[config.mk]
export PLATFORM = sky130hd
export DESIGN_NAME = registro_desplazable
export DESIGN_NICKNAME = d
export VERILOG_FILES = /design/src/rtl/registro_desplazable.sv
export SDC_FILE = /design/constraint.sdc
export NUM_CORES = 1
export LEC_CHECK = 0
export BUFFER_PORTS_ARGS = -buffer_cell sky130_fd_sc_hd__buf_2
export CAP_MARGIN = 5
export CORE_AREA = 4 4 41 43
export DETAILED_ROUTE_END_ITERATION = 16
export DIE_AREA = 0 0 45 47
export PLACE_DENSITY = 0.55
export SYNTH_ARGS = -nofsm -noshare
export SYNTH_HDL_FRONTEND = slang
export SYNTH_SLANG_ARGS = --single-unit
[constraint.sdc]
create_clock -name clk -period 2.1 [get_ports clk]
set_input_delay 0.42 -clock clk [delete_from_list [all_inputs] [get_ports clk]]
set_output_delay 0.42 -clock clk [all_outputs]
set_load 0.01 [all_outputs]
[src/rtl/registro_desplazable.sv]
// Universal shift register: parallel load, serial shift, circular rotate either direction.
// Latency: one clk edge from inputs to Q/S_OUT; ZERO (optional) is combinational from Q.
// Backpressure: none; ENB=0 freezes Q and S_OUT, otherwise every edge performs MODO.
//
// Optional build macro: REGISTRO_ZERO_FLAG_EN adds output ZERO (1 when Q is all zeros).
//
// Ports:
//   clk    rising-edge clock
//   rst_n  synchronous active-low reset (clears Q and S_OUT, wins over ENB/MODO)
//   ENB    enable; 0 holds Q and S_OUT
//   DIR    0 = toward MSB (left), 1 = toward LSB (right)
//   S_IN   serial input, sampled only in shift mode
//   MODO   00 shift, 01 rotate, 10 parallel load, 11 hold
//   D      parallel load data, sampled only in load mode
//   Q      register contents (registered)
//   S_OUT  bit shifted out in shift mode, else 0 (registered)
//   ZERO   (REGISTRO_ZERO_FLAG_EN only) Q == 0
//
// WIDTH must be at least 2; the shift slices below assume that.

module registro_desplazable #(
    parameter int WIDTH = 4
) (
    input  logic             clk,
    input  logic             rst_n,
    input  logic             ENB,
    input  logic             DIR,
    input  logic             S_IN,
    input  logic [1:0]       MODO,
    input  logic [WIDTH-1:0] D,
    output logic [WIDTH-1:0] Q,
    output logic             S_OUT
`ifdef REGISTRO_ZERO_FLAG_EN
    ,
    output logic             ZERO
`endif
);

    localparam logic [1:0] MODO_SHIFT  = 2'b00;
    localparam logic [1:0] MODO_ROTATE = 2'b01;
    localparam logic [1:0] MODO_LOAD   = 2'b10;
    localparam logic [1:0] MODO_HOLD   = 2'b11;

    logic [WIDTH-1:0] q_nxt;
    logic             s_out_nxt;

    // Next-state decode for an enabled, non-reset edge.
    always_comb begin
        q_nxt     = Q;
        s_out_nxt = 1'b0;
        unique case (MODO)
            MODO_SHIFT: begin
                if (DIR == 1'b0) begin
                    q_nxt     = {Q[WIDTH-2:0], S_IN};
                    s_out_nxt = Q[WIDTH-1];
                end else begin
                    q_nxt     = {S_IN, Q[WIDTH-1:1]};
                    s_out_nxt = Q[0];
                end
            end
            MODO_ROTATE: begin
                // The bit leaving one end re-enters at the other, so S_OUT stays 0.
                if (DIR == 1'b0) begin
                    q_nxt = {Q[WIDTH-2:0], Q[WIDTH-1]};
                end else begin
                    q_nxt = {Q[0], Q[WIDTH-1:1]};
                end
            end
            MODO_LOAD: begin
                q_nxt = D;
            end
            MODO_HOLD: begin
                q_nxt = Q;
            end
            default: begin
                q_nxt = Q;
            end
        endcase
    end

    always_ff @(posedge clk) begin
        if (!rst_n) begin
            Q     <= '0;
            S_OUT <= 1'b0;
        end else if (ENB) begin
            Q     <= q_nxt;
            S_OUT <= s_out_nxt;
        end
    end

`ifdef REGISTRO_ZERO_FLAG_EN
    assign ZERO = (Q == '0);
`endif

endmodule

==> impl_metrics.env <==
export IMPL_vias_per_cell=4.65
export IMPL_end_kind="flop"
export IMPL_synth_top_family_by_area="compound AO/OA/AOI/OAI gates"
export IMPL_holdPathStages=2
export IMPL_place_area_um2=455
export IMPL_gr_usage_all_layers=0.0823
export IMPL_grt_pass1_vias=328
export IMPL_clockRootBuffer="clkbuf_4"
export IMPL_cp_start_kind="input pin"
export IMPL_rr_startpoint="Q[1]"
export IMPL_reg2reg_slack_ns=1.18
export IMPL_final_nets=75
export IMPL_synth_commonest_cells="mux2i_1 (6), dfxtp_1 (5), nand3_1 (5)"
export IMPL_synthMuxAreaShare=0.189
export IMPL_drc=0
export IMPL_fin_crit_sh=0.617
export IMPL_final_hold_viol_count=0
export IMPL_layout_drive_gt1_share=0.339
export IMPL_power_density_nw_per_um2=584
export IMPL_clock_skew_ns=0.00117
export IMPL_synthFlopType="dfxtp_1"
export IMPL_dp_hpwl_um=675
export IMPL_wl_um=813
export IMPL_ys_ff_latch=5
export IMPL_hold_path_endpoint="S_OUT"
export IMPL_synth_xor_area_frac=0
export IMPL_rr_worst_depth=3
export IMPL_drt_first_pass_iters=4
export IMPL_seq_area_frac_synth=0.265
export IMPL_min_from="S_OUT"
export IMPL_worst_r2r_endpoint="Q[0]"
export IMPL_rsz0062_at_grt="false"
export IMPL_antenna_found_initial=0
export IMPL_insertion_delay_ns=0.23
export IMPL_num_vias=344
export IMPL_synth_most_common_cell="mux2i_1"
export IMPL_cts_sinks=5
export IMPL_area_growth_pct=27.5
export IMPL_syn_inst=42
export IMPL_cap_violations=0
export IMPL_die_area_um2=2120
export IMPL_p_total_w=0.000281
export IMPL_synth_simple_area_share=0.132
export IMPL_synth_top_cell_area_share=0.265
export IMPL_async_reset_ff_frac=0
export IMPL_min_period_ns=1.30
export IMPL_cts_buffers=3
export IMPL_max_freq_mhz=772
export IMPL_ios=16
export IMPL_status="completed"
export IMPL_grt_max_degree=9
export IMPL_critical_path_required_ns=2.27
export IMPL_grt_first_pass_wirelength_mm=1.29
export IMPL_wl_per_cell_um=11.0
export IMPL_antenna_left=0
export IMPL_hold_buffers=0
export IMPL_gp_congestion=0.682
export IMPL_cts_tree="built"
export IMPL_slew_headroom=0.831
export IMPL_synth_adder_area_share=0.132
export IMPL_cts_path_max_buffers=2
export IMPL_htree_num_levels=1
export IMPL_synth_top_area_cell="dfxtp_1"
export IMPL_arrival_ns=1.46
export IMPL_final_cell_area_um2=482
export IMPL_syn_avg_cell_area_um2=9.00
export IMPL_vdd_drop_max_v=0.000223
export IMPL_worst_slew_pin_slew_ns=0.252
export IMPL_drtIter0Drc=5
export IMPL_die_height_um=47
export IMPL_p_leak_nw=0.231
export IMPL_grt_overflow=0
export IMPL_diodes=0
export IMPL_post_cts_buffers=0
export IMPL_die_w_um=45
export IMPL_netlist_area_um2=378
export IMPL_synth_warning_count=0
export IMPL_worst_hold_path_type="reg2reg"
export IMPL_std_cell_rows=13
export IMPL_io_buffers=15
export IMPL_setup_violations_final=0
export IMPL_synth_compound_area_frac=0.219
export IMPL_slew_violations=0
export IMPL_crit_type="in2reg"
export IMPL_synth_area_leaders="dfxtp_1 (26%), mux2i_1 (16%), ha_1 (13%)"
export IMPL_critical_path_max_fanout=8
export IMPL_cts_resized=0
export IMPL_ys_types=18
export IMPL_start_util=0.290
export IMPL_core_area_um2=1300
export IMPL_setup_tns_ns=0
export IMPL_synth_edf_count=0
export IMPL_syn_nets=57
export IMPL_clk_pin_slew_ns=0.04
export IMPL_n_fill_cell=147
## stage by stage
step	std cells	hold slack, ns	utilization	setup WS, ns
2_1_floorplan	42	0.488	-	0.734
3_3_place_gp	70	0.455	0.350	0.587
3_5_place_dp	70	0.460	0.350	0.579
4_1_cts	74	0.461	0.370	0.817
5_1_grt	74	0.463	0.370	0.708
6_report	74	0.464	0.370	0.804
## critical path: stages
cell	delay [ns]
buf_2	0.11
inv_1	0.06
ha_1	0.39
nor2b_1	0.18
o21a_1	0.18
a21oi_1	0.13
## flip-flops by register name, summed over array words and instances, names as in the netlist
register / count
Q: 4
S_OUT: 1
## layout make-up
type | count | area, µm² | share of cell area
multi-input combinational | 33 | 254 | 0.527
sequential | 5 | 100 | 0.208
clock buffer | 4 | 26.3 | 0.0545
timing repair buffer | 15 | 75.1 | 0.156
tap | 15 | 18.8 | 0.0390
inverter | 2 | 7.51 | 0.0156
## how the worst max path moves through the flow
stage                        from    to  slack [ns]  cells past startpoint
final                     MODO[0]  Q[1]        0.80                      6
after global routing      MODO[0]  Q[1]        0.71                      6
after CTS                 MODO[0]  Q[1]        0.82                      6
after detailed placement  MODO[0]  Q[1]        0.58                      6
after global placement    MODO[0]  Q[2]        0.59                      6
after floorplan           MODO[0]  Q[1]        0.73                      6
## report_power, final
group	switching, W	internal, W
Sequential	0.00000678	0.000102
Clock	0.0000357	0.0000716
Combinational	0.0000328	0.0000328
Total	0.0000753	0.000206
## metal layers
layer	global-route usage	up-vias	wire length [µm]
met1	0.112	144	408
met3	0.0115	0	46
li1	-	190	-
met5	0	-	0
met4	0.0351	0	0
met2	0.130	10	359
## placed cells by master, fill, tap and decap left out, drive strengths merged
master and n:
a21boi 1, clkbuf 4, nor2b 2, nand2b 1
o22a 2, inv 2, mux2 1, buf 15
nand3 5, ha 4, o21ai 4, a21oi 2
dfxtp 5, o21a 2, nand2 1, mux2i 6
a31oi 2
## logic make-up (layout without fill, tap and decap cells)
group           after synthesis  count (layout)
flops                         5               5
fa+ha+maj                     4               4
compound gates               13              13
simple gates                  9               9
mux                           7               7
buf+inv                       4              21
Note: power is estimated with default switching activity, not from simulation.
